## config.mk

```make
export PLATFORM = sky130hd
export DESIGN_NAME = axis2fib_rx_streamer
export DESIGN_NICKNAME = d
export VERILOG_FILES = /design/src/rtl/axis2fib_pkg.sv /design/src/rtl/axis2fib_skid_buf.sv /design/src/rtl/axis2fib_rx_streamer.sv
export SDC_FILE = /design/constraint.sdc
export NUM_CORES = 1
export LEC_CHECK = 0
export BUFFER_PORTS_ARGS = -buffer_cell sky130_fd_sc_hd__buf_4
export CAP_MARGIN = 0
export CORE_UTILIZATION = 40
export CTS_CLUSTER_DIAMETER = 40
export DETAILED_ROUTE_END_ITERATION = 8
export PLACE_DENSITY = 0.71
export RECOVER_POWER = 100
export SYNTH_ARGS = -nofsm -noshare
export SYNTH_HDL_FRONTEND = slang
export SYNTH_SLANG_ARGS = --single-unit
```

## constraint.sdc

```tcl
create_clock -name rx_mac_aclk -period 4.5 [get_ports rx_mac_aclk]
set_input_delay 0.45 -clock rx_mac_aclk [delete_from_list [all_inputs] [get_ports rx_mac_aclk]]
set_output_delay 0.45 -clock rx_mac_aclk [all_outputs]
set_load 0.005 [all_outputs]
```

## src/rtl/axis2fib_pkg.sv

```systemverilog
// Shared types, descriptor/statistics field positions and strobe helper for
// the FMAC receive FIFO to AXI-Stream bridge.
package axis2fib_pkg;

  typedef enum logic [1:0] {
    ST_IDLE,
    ST_CNT,
    ST_DESC,
    ST_STREAM
  } state_t;

  localparam int unsigned BCNT_HI  = 31;
  localparam int unsigned BCNT_LO  = 16;
  localparam int unsigned ERR_BIT  = 15;
  localparam int unsigned FILT_BIT = 14;

  localparam int unsigned STAT_BCNT_LO = 0;
  localparam int unsigned STAT_BCNT_HI = 15;
  localparam int unsigned STAT_TUSER   = 16;
  localparam int unsigned STAT_FILT    = 17;
  localparam int unsigned STAT_SEQ_LO  = 18;
  localparam int unsigned STAT_SEQ_HI  = 27;

  // Widest supported beat is 512 bits.
  localparam int unsigned MAX_BYTES = 64;

  // Byte mask of the final beat: low (bcnt mod BYTES) lanes, or all lanes.
  function automatic logic [MAX_BYTES-1:0] last_strb(input logic [15:0] bcnt,
                                                     input int unsigned BYTES);
    int unsigned rem;
    logic [MAX_BYTES-1:0] m;
    rem = 32'(bcnt) % BYTES;
    m   = '0;
    for (int unsigned i = 0; i < MAX_BYTES; i++)
      m[i] = (i < BYTES) && ((rem == 0) || (i < rem));
    return m;
  endfunction

endpackage

```

## src/rtl/axis2fib_skid_buf.sv

```systemverilog
// Two-entry FIFO that decouples FIFO read latency from AXIS back-pressure.
module axis2fib_skid_buf
  import axis2fib_pkg::*;
#(
  parameter int unsigned WIDTH = 8
) (
  input  logic             clk,
  input  logic             rst_n,
  input  logic             in_valid,
  input  logic [WIDTH-1:0] in_data,
  output logic             out_valid,
  output logic [WIDTH-1:0] out_data,
  input  logic             out_ready,
  output logic [1:0]       count
);

  logic [WIDTH-1:0] mem [2];
  logic             wr_ptr;
  logic             rd_ptr;
  logic             push;
  logic             pop;

  assign out_valid = (count != 2'd0);
  assign out_data  = mem[rd_ptr];
  assign push      = in_valid && (count != 2'd2);
  assign pop       = out_valid && out_ready;

  always_ff @(posedge clk or negedge rst_n) begin
    if (!rst_n) begin
      for (int unsigned i = 0; i < 2; i++) mem[i] <= '0;
      wr_ptr <= 1'b0;
      rd_ptr <= 1'b0;
      count  <= 2'd0;
    end else begin
      if (push) begin
        mem[wr_ptr] <= in_data;
        wr_ptr      <= !wr_ptr;
      end
      if (pop) rd_ptr <= !rd_ptr;
      case ({push, pop})
        2'b10:   count <= count + 2'd1;
        2'b01:   count <= count - 2'd1;
        default: count <= count;
      endcase
    end
  end

endmodule

```

## src/rtl/axis2fib_rx_streamer.sv

```systemverilog
// Pops a frame descriptor from the count FIFO and streams the frame from the
// data FIFO as AXIS beats with tstrb/tlast, plus a per-frame statistics pulse.
module axis2fib_rx_streamer
  import axis2fib_pkg::*;
#(
  parameter int unsigned DATA_WIDTH      = 64,
  parameter int unsigned BCNT_WIDTH      = 32,
  parameter int unsigned MAX_FRAME_BYTES = 9600
) (
  input  logic                    rx_mac_aclk,
  input  logic                    reset_,
  output logic                    rden_rf,
  output logic                    rden_rcf,
  input  logic                    rdempty_rf,
  input  logic                    rdempty_rcf,
  input  logic [DATA_WIDTH-1:0]   dataout_rf,
  input  logic [BCNT_WIDTH-1:0]   dataout_rcf,
  output logic [DATA_WIDTH-1:0]   rx_axis_mac_tdata,
  output logic                    rx_axis_mac_tvalid,
  output logic                    rx_axis_mac_tlast,
  output logic                    rx_axis_mac_tuser,
  output logic                    rx_axis_filter_tuser,
  output logic [DATA_WIDTH/8-1:0] rx_axis_mac_tstrb,
  output logic [27:0]             rx_statistics_vector,
  output logic                    rx_statistics_valid,
  input  logic                    rx_axis_mac_tready,
  input  logic                    rx_axis_compatible_mode,
  output logic [15:0]             rx_zero_len_cnt,
  output logic                    test
);

  localparam int unsigned BYTES = DATA_WIDTH / 8;
  localparam int unsigned SHIFT = $clog2(BYTES);
  localparam int unsigned PAY_W = DATA_WIDTH + BYTES + 3;

  state_t               state, state_nxt;
  logic                 rdy, pop, rd_inflight, space_ok, last_read;
  logic [1:0]           occ;
  logic [15:0]          desc_bcnt, desc_beats, beats_left, frame_bcnt;
  logic [16:0]          bcnt_round;
  logic                 desc_big, frame_user, frame_filt;
  logic                 side_last, side_user, side_filt;
  logic [BYTES-1:0]     side_strb;
  logic [MAX_BYTES-1:0] strb_full;
  logic [PAY_W-1:0]     push_data, head;
  logic [15:0]          byte_acc, beat_bytes;
  logic [9:0]           seq;
  logic                 unused_bits;

  assign test        = 1'b0;
  assign unused_bits = ^{dataout_rcf, strb_full};

  assign rdy        = rx_axis_mac_tready | rx_axis_compatible_mode;
  assign pop        = rx_axis_mac_tvalid & rdy;
  assign desc_bcnt  = dataout_rcf[BCNT_HI:BCNT_LO];
  assign bcnt_round = {1'b0, desc_bcnt} + 17'(BYTES - 1);
  assign desc_beats = 16'(bcnt_round >> SHIFT);
  assign desc_big   = 32'(desc_bcnt) > MAX_FRAME_BYTES;
  assign strb_full  = last_strb(frame_bcnt, BYTES);
  assign last_read  = (beats_left == 16'd1);
  // Credit the beat leaving this cycle so one beat per cycle can be sustained.
  assign space_ok   = ({1'b0, occ} - {2'b0, pop} + {2'b0, rd_inflight}) < 3'd2;

  always_comb begin
    state_nxt = state;
    rden_rcf  = 1'b0;
    rden_rf   = 1'b0;
    case (state)
      ST_IDLE: if (!rdempty_rcf) state_nxt = ST_CNT;
      ST_CNT: begin
        rden_rcf  = 1'b1;
        state_nxt = ST_DESC;
      end
      ST_DESC: state_nxt = (desc_bcnt == 16'd0) ? ST_IDLE : ST_STREAM;
      ST_STREAM: begin
        rden_rf = !rdempty_rf && space_ok;
        if (rden_rf && last_read) state_nxt = ST_IDLE;
      end
      default: state_nxt = ST_IDLE;
    endcase
  end

  always_ff @(posedge rx_mac_aclk or negedge reset_) begin
    if (!reset_) state <= ST_IDLE;
    else         state <= state_nxt;
  end

  always_ff @(posedge rx_mac_aclk or negedge reset_) begin
    if (!reset_) begin
      beats_left      <= '0;
      frame_bcnt      <= '0;
      frame_user      <= 1'b0;
      frame_filt      <= 1'b0;
      rx_zero_len_cnt <= '0;
      rd_inflight     <= 1'b0;
      side_last       <= 1'b0;
      side_user       <= 1'b0;
      side_filt       <= 1'b0;
      side_strb       <= '0;
    end else begin
      if (state == ST_DESC) begin
        beats_left <= desc_beats;
        frame_bcnt <= desc_bcnt;
        frame_user <= dataout_rcf[ERR_BIT] | desc_big;
        frame_filt <= dataout_rcf[FILT_BIT];
        if (desc_bcnt == 16'd0 && rx_zero_len_cnt != 16'hFFFF)
          rx_zero_len_cnt <= rx_zero_len_cnt + 16'd1;
      end else if (rden_rf) begin
        beats_left <= beats_left - 16'd1;
      end
      // Sideband is captured at read time and paired with the data next cycle.
      rd_inflight <= rden_rf;
      if (rden_rf) begin
        side_last <= last_read;
        side_strb <= last_read ? strb_full[BYTES-1:0] : '1;
        side_user <= frame_user;
        side_filt <= frame_filt;
      end
    end
  end

  assign push_data = {dataout_rf, side_strb, side_last, side_user, side_filt};

  axis2fib_skid_buf #(.WIDTH(PAY_W)) u_skid (
    .clk       (rx_mac_aclk),
    .rst_n     (reset_),
    .in_valid  (rd_inflight),
    .in_data   (push_data),
    .out_valid (rx_axis_mac_tvalid),
    .out_data  (head),
    .out_ready (rdy),
    .count     (occ)
  );

  assign {rx_axis_mac_tdata, rx_axis_mac_tstrb, rx_axis_mac_tlast,
          rx_axis_mac_tuser, rx_axis_filter_tuser} = head;

  // Byte count is rebuilt from emitted strobes, so overlapping frames never
  // need the descriptor of a frame still draining from the buffer.
  always_comb begin
    beat_bytes = '0;
    for (int unsigned i = 0; i < BYTES; i++)
      beat_bytes = beat_bytes + 16'(rx_axis_mac_tstrb[i]);
  end

  always_ff @(posedge rx_mac_aclk or negedge reset_) begin
    if (!reset_) begin
      rx_statistics_valid  <= 1'b0;
      rx_statistics_vector <= '0;
      byte_acc             <= '0;
      seq                  <= '0;
    end else begin
      rx_statistics_valid <= pop && rx_axis_mac_tlast;
      if (pop) begin
        if (rx_axis_mac_tlast) begin
          rx_statistics_vector[STAT_BCNT_HI:STAT_BCNT_LO] <= byte_acc + beat_bytes;
          rx_statistics_vector[STAT_TUSER]                <= rx_axis_mac_tuser;
          rx_statistics_vector[STAT_FILT]                 <= rx_axis_filter_tuser;
          rx_statistics_vector[STAT_SEQ_HI:STAT_SEQ_LO]   <= seq;
          seq      <= seq + 10'd1;
          byte_acc <= '0;
        end else begin
          byte_acc <= byte_acc + beat_bytes;
        end
      end
    end
  end

endmodule

```

### Yosys cells after proc, flatten, opt, wreduce, memory -nomap -nowiden

Index checks and enable logic that the tools add are counted.

* add/sub/neg operators: 16
* magnitude comparators: 13
* eq/ne operators: 10
* mux-type cells: 17
* bitwise gates (word level): 5
* reduce and logical (&&, ||, !) cells: 27

Operators by type and width (number)
* 75-bit two-way mux: 4
* 150-bit bitwise mux: 1
* 75-bit demux with 1-bit select: 1
* 16-bit two-way mux: 3
* 32-bit zero test: 1
* 16-bit by 3-bit adder with 17-bit output (second input constant): 1
* 16-bit by 1-bit adder with 16-bit output (second input constant): 1
* 16-bit by 8-bit adder with 16-bit output: 1
* 16-bit by 1-bit == test with 1-bit output (second input constant): 1
* 16-bit by 14-bit greater-than comparator with 1-bit output (second input constant): 1
* 16-bit zero test: 1
* 16-bit != test (second input constant): 1
* 16-bit by 1-bit subtractor with 16-bit output (second input constant): 1
* 3-bit < comparator (first input constant): 4
* 10-bit by 1-bit adder with 10-bit output (second input constant): 1
* 7-bit by 1-bit adder with 8-bit output: 1
* 1-bit logical OR: 8
* 8-bit two-way mux: 1
* 2-bit case mux with 4 select lines: 1
* 6-bit by 1-bit adder with 7-bit output: 1
* 1-bit logical AND: 7
* 5-bit by 1-bit adder with 6-bit output: 1
* 2-bit == test (second input constant): 3
* 1-bit by 3-bit < comparator with 1-bit output (first input constant): 2
* other kinds (24): 40

* flip-flop bits (word level): 260
* logic and storage cells: 108

### Depth between registers and ports, before layout

* depth in word-level cells: 13
* gate-level depth with buffers: 16
* depth with buffers taken out: 14

### Cells and area by module

Synthesis repeated with hierarchy kept, for this count alone.

* cell total of the unflattened synthesis: 1005
* area, all modules: 12757.2 um2

By module, submodules not included
* axis2fib_skid_buf: times used 1, cells an instance 416, area an instance 7184.4 um2, seq. area each 3853.7 um2
* axis2fib_rx_streamer: times used 1, cells an instance 589, area an instance 5572.8 um2, seq. area each 2652.5 um2

### Worst setup path after synthesis

No wires, ideal clock.

* path kind: register to register
* start point: register u_skid.rd_ptr
* end point: register byte_acc[14]
* library setup time: 0.121 ns
* data arrival time: 4.681 ns
* required time: 4.379 ns
* setup slack: -0.302 ns
* stages on the path, launching flop included: 17
* buffers on the path: 2
* period minus slack after synthesis: 4.802 ns
* path through: dfrtp_1 clkbuf_1 clkbuf_1 mux2_2 fa_1 fa_1 inv_1 fa_1 inv_1 ha_1 inv_1 fa_1 nor2b_1 o2111ai_1 a211oi_1 o21ai_0 a22o_1

RTL lines
* start: declaration: line axis2fib_skid_buf.sv:19 `logic rd_ptr;`
* start signal: assignment: line axis2fib_skid_buf.sv:39 `if (pop) rd_ptr <= !rd_ptr;`
* 1-bit NOT with 2-bit output (implied by the code): line axis2fib_skid_buf.sv:24 `assign out_data = mem[rd_ptr];`
* 75-bit two-way mux (implied by the code) (3 in series): line axis2fib_skid_buf.sv:24
* net rx_axis_mac_tstrb[2]: line axis2fib_rx_streamer.sv:23 `output logic [DATA_WIDTH/8-1:0] rx_axis_mac_tstrb,`
* 2-bit by 1-bit adder with 3-bit output: line axis2fib_rx_streamer.sv:143 `beat_bytes = beat_bytes + 16'(rx_axis_mac_tstrb[i]);`
* 3-bit by 1-bit adder with 4-bit output: line axis2fib_rx_streamer.sv:143
* 4-bit by 1-bit adder with 5-bit output: line axis2fib_rx_streamer.sv:143
* 5-bit by 1-bit adder with 6-bit output: line axis2fib_rx_streamer.sv:143
* 6-bit by 1-bit adder with 7-bit output: line axis2fib_rx_streamer.sv:143
* 7-bit by 1-bit adder with 8-bit output: line axis2fib_rx_streamer.sv:143
* 16-bit by 8-bit adder with 16-bit output: line axis2fib_rx_streamer.sv:163 `byte_acc <= byte_acc + beat_bytes;`
* 16-bit two-way mux: line axis2fib_rx_streamer.sv:155 `if (rx_axis_mac_tlast) begin`
* end signal: assignment: line axis2fib_rx_streamer.sv:163
* end: declaration: line axis2fib_rx_streamer.sv:46 `logic [15:0] byte_acc, beat_bytes;`

The timed path passes the listed nets, and every way through them passes these cells. The select of a mux whose other input is x is not followed.
A chain may end at the register's enable or synchronous reset.

### Worst setup path in the final report

* start point: register u_skid.rd_ptr
* end point: register byte_acc[8]

* cells in the longest elaborated chain, start to end: 13

Ends and longest elaborated chain (line)
* 1-bit NOT with 2-bit output (implied by the code) (*): axis2fib_skid_buf.sv:24
* 75-bit two-way mux (implied by the code) (*) (3 in series): axis2fib_skid_buf.sv:24
* 1-bit by 1-bit adder with 2-bit output: axis2fib_rx_streamer.sv:143
* 2-bit by 1-bit adder with 3-bit output: axis2fib_rx_streamer.sv:143
* 3-bit by 1-bit adder with 4-bit output: axis2fib_rx_streamer.sv:143
* 4-bit by 1-bit adder with 5-bit output: axis2fib_rx_streamer.sv:143
* 5-bit by 1-bit adder with 6-bit output: axis2fib_rx_streamer.sv:143
* 6-bit by 1-bit adder with 7-bit output: axis2fib_rx_streamer.sv:143
* 7-bit by 1-bit adder with 8-bit output: axis2fib_rx_streamer.sv:143
* 16-bit by 8-bit adder with 16-bit output: axis2fib_rx_streamer.sv:163
* 16-bit two-way mux (*): axis2fib_rx_streamer.sv:155

Every way passes the cells marked *; elsewhere a longest branch is shown, timed or not. The select of a mux whose other input is x is not followed.

==> impl_metrics.csv <==
group,metric,value,unit
synthesis,synth_edf_count,0,
grt,grt_pass1_wl,43.40,mm
grt,grt_pass1_vias,8583,
sta,timing.fmax,0.2368,GHz
hold_path,hp-class,"in -> reg",
outcome,status,"complete, but fails checks",
floorplan,die_w,176.3,microns
detailed_routing,wirelength,26.82,mm
cells_and_area,diodes,0,
pwr,worst_ir_drop_vdd,0.5736,mV
sta,setup_tns,0,ns
setup_path,crit_top_cell,"fa_1",
clock_tree,clk_path_buf_depth,3,
pwr,total_power,11.74,mW
cells_and_area,final_area,15380,sq um
floorplan,chipHeight,176.3,microns
clock_tree,cts_sinks,260,
detailed_routing,postRouteAntennaNets,0,
run,maxCapViolCount,4,
floorplan,dieArea,31070,sq um
sta,period_minus_slack,4.222,ns
setup_path,crit_buf_inv,3,
floorplan,pin_count,226,
grt,antenna_found_initial,0,
clock_tree,clkLatencyLatePin,0.51,ns
sta,finalSetupViolations,0,
synthesis,synth_area_leaders,"dfrtp_1, mux2_2, nand2_1",
detailed_routing,via_count,8343,
synthesis,ys_seq_area_share,53.56,%
synthesis,synth_top_area_share,53.56,%
cells_and_area,finalNetCount,1341,
synthesis,syn_avg_cell_area,12.23,sq um
sta,finClkSkew,0.01303,ns
synthesis,yosysWarnings,0,
cells_and_area,drive_gt1_share,39.42,%
setup_path,cp_data_arrival_time,4.63,ns
sta,relSlewSlack,-53.75,%
synthesis,syn_nets,1118,
setup_path,critical-path-top-delay-family,"adder cells",
place,dp.cells,1563,
detailed_routing,avgRoutedWirePerCell,16.37,microns
pwr,leakage,6.869,nW
sta,rsz0062_at_grt,"no",
synthesis,syn-cell-area,12150,sq um
setup_path,critPathMaxFanout,5,
sta,fin_ws,0.2778,ns
outcome,violations,"max-capacitance violations, max-slew violations",
clock_tree,cts-root-buf,"clkbuf_16",
grt,grt_overflow,0,
detailed_routing,dr.pass1.iters,6,
clock_tree,cts-htree-levels,2,
floorplan,core_area,29800,sq um
setup_path,slowest_stage,"dfrtp_4",
setup_path,critPathMaxStageDelay,0.50,ns
cells_and_area,syn_to_final_growth,26.57,%
sta,finalHoldViolCount,0,
sta,post-route-period-util,93.83,%
synthesis,ys_types,62,
setup_path,critical_path_class,"reg -> reg",
setup_path,end_kind,"register",
sta,worst_pin_slew,2.306,ns
synthesis,synth_area_leader_cell,"dfrtp_1",
place,io_buffers,210,
setup_path,crit_chain,"mux2_2, fa_1, fa_1, inv_1, fa_1, inv_1, ha_1, inv_1, fa_1, nor2b_1, o2111ai_2, a21oi_1, o21ai_0, a22o_1",
grt,grt_usage,17.26,%
pwr,power_density,763.7,nW/um^2
synthesis,synth_cells,993,
setup_path,cp.required,4.90,ns
detailed_routing,vias_per_cell,5.093,
place,gp_congestion,0.7902,
clock_tree,path_clk_slew,0.06,ns
place,pre_cts_ws,0.2191,ns
clock_tree,cts_tree,"built",
sta,slew_viol_final,289,
detailed_routing,drc_errors,0,
sta,hold_ws,0.1581,ns
grt,grt_max_degree,97,
detailed_routing,drtIter0Drc,330,
synthesis,yosys_register_bits,260,
synthesis,synth_ff_type,"dfrtp_1",
place,placed_area,14180,sq um
setup_path,cp-start-kind,"register",
floorplan,start_util,40.77,%
floorplan,fp-row-count,63,
cells_and_area,fin_cells,1638,
cells_and_area,fin_util,51.60,%
clock_tree,numCtsBuffers,40,
place,dp_hpwl,17.94,mm
synthesis,async_flop_share,100.0,%
-- synth_stat cells (all sizes together) (4+ instances only) --
cell,n
ha,18
nor2,40
nor3,15
fa,5
clkbuf,23
nand2,104
nand3,21
or3,5
o21ai,42
inv,24
nor4,13
a21oi,19
o31ai,5
o211ai,8
mux2,231
dfrtp,260
nand4,22
or4,4
xor2,23
mux2i,4
xnor2,42
buf,21
-- worst paths after layout --
path                                          from                 endpoint  slack (ns)  cells after the start
min reg2reg                rx_statistics_vector[3]  rx_statistics_vector[3]        0.47                      2
min in group asynchronous                   reset_           u_skid.mem[41]        1.13                      2
min                                dataout_rcf[14]               frame_filt        0.16                      3
max                                  u_skid.rd_ptr              byte_acc[8]        0.28                     14
max in group asynchronous                   reset_       rx_zero_len_cnt[6]        0.81                      3
max reg2reg                          u_skid.rd_ptr              byte_acc[8]        0.28                     14
-- cell families after synthesis --
| logic type | Yosys count | share of synthesized area, % |
|---|---|---|
| AOI/OAI and AO/OA | 100 | 5.037 |
| xor gates and xnor gates | 65 | 4.686 |
| other | 1 | 0.03087 |
| buffers and inverters | 68 | 2.287 |
| adders and majority gates | 23 | 2.678 |
| DFF | 260 | 53.56 |
| muxes | 235 | 21.74 |
| and+or+nand+nor | 241 | 9.980 |
-- worst register-to-register path, stage by stage, from the launching register on --
cell,delay (ns)
dfrtp_4,0.50
mux2_2,0.32
fa_1,0.50
fa_1,0.50
inv_1,0.06
fa_1,0.48
inv_1,0.07
ha_1,0.16
inv_1,0.05
fa_1,0.39
nor2b_1,0.18
o2111ai_2,0.21
a21oi_1,0.32
o21ai_0,0.13
a22o_1,0.24
-- layout by cell type, fill, tap and decap left out, drive strengths merged, types with 10 or more instances in the layout --
cell,instances
buf,100
nor3,15
clkinvlp,10
xnor2,42
a21oi,19
ha,18
xor2,23
o21ai,42
clkbuf,169
nor4,13
inv,32
dfrtp,260
mux2,231
nand4,22
nor2,40
nand2,104
nand3,21
-- flip-flops by register name (all words and copies together), names as in the netlist --
signal                count
beats_left               16
byte_acc                 16
frame_bcnt                3
frame_filt                1
frame_user                1
rd_inflight               1
rx_statistics_valid       1
rx_statistics_vector     28
rx_zero_len_cnt          16
seq                      10
side_filt                 1
side_last                 1
side_strb                 8
side_user                 1
state                     2
u_skid.count              2
u_skid.mem              150
u_skid.rd_ptr             1
u_skid.wr_ptr             1
-- power by group --
| group | internal, mW | switching [mW] | total, mW |
|---|---|---|---|
| Sequential | 3.29 | 0.559 | 3.85 |
| Combinational | 2.46 | 2.20 | 4.67 |
| Clock | 2.05 | 1.18 | 3.23 |
-- per-layer routing --
layer  global-route usage, %  vias to the layer above  share of wire [%]
li1                        -                     3972                  -
met1                   22.59                     4129                 45
met2                   28.38                      194                 48
met3                   3.941                       48                5.2
met4                   5.217                        0                2.2
met5                       0                        -                  0
-- final cells by class --
class	count	area [sq um]
Clock buffer	45	1082
Clock inverter	29	346.6
Fill cell	2635	14420
Inverter	24	90.09
Multi-Input combinational cell	665	5338
Sequential cell	260	6510
Tap cell	390	488.0
Timing Repair Buffer	225	1521
-- what timing repair did --
| action | CTS | global route |
|---|---|---|
| hold buffers | 1 | 0 |
| buffers inserted | 0 | 0 |
| hold endpoints to repair | 67 | 0 |
| endpoints found under the setup margin | 0 | 2 |
| resized for setup | 0 | 1 |
Power figures use the tool's default switching activity.
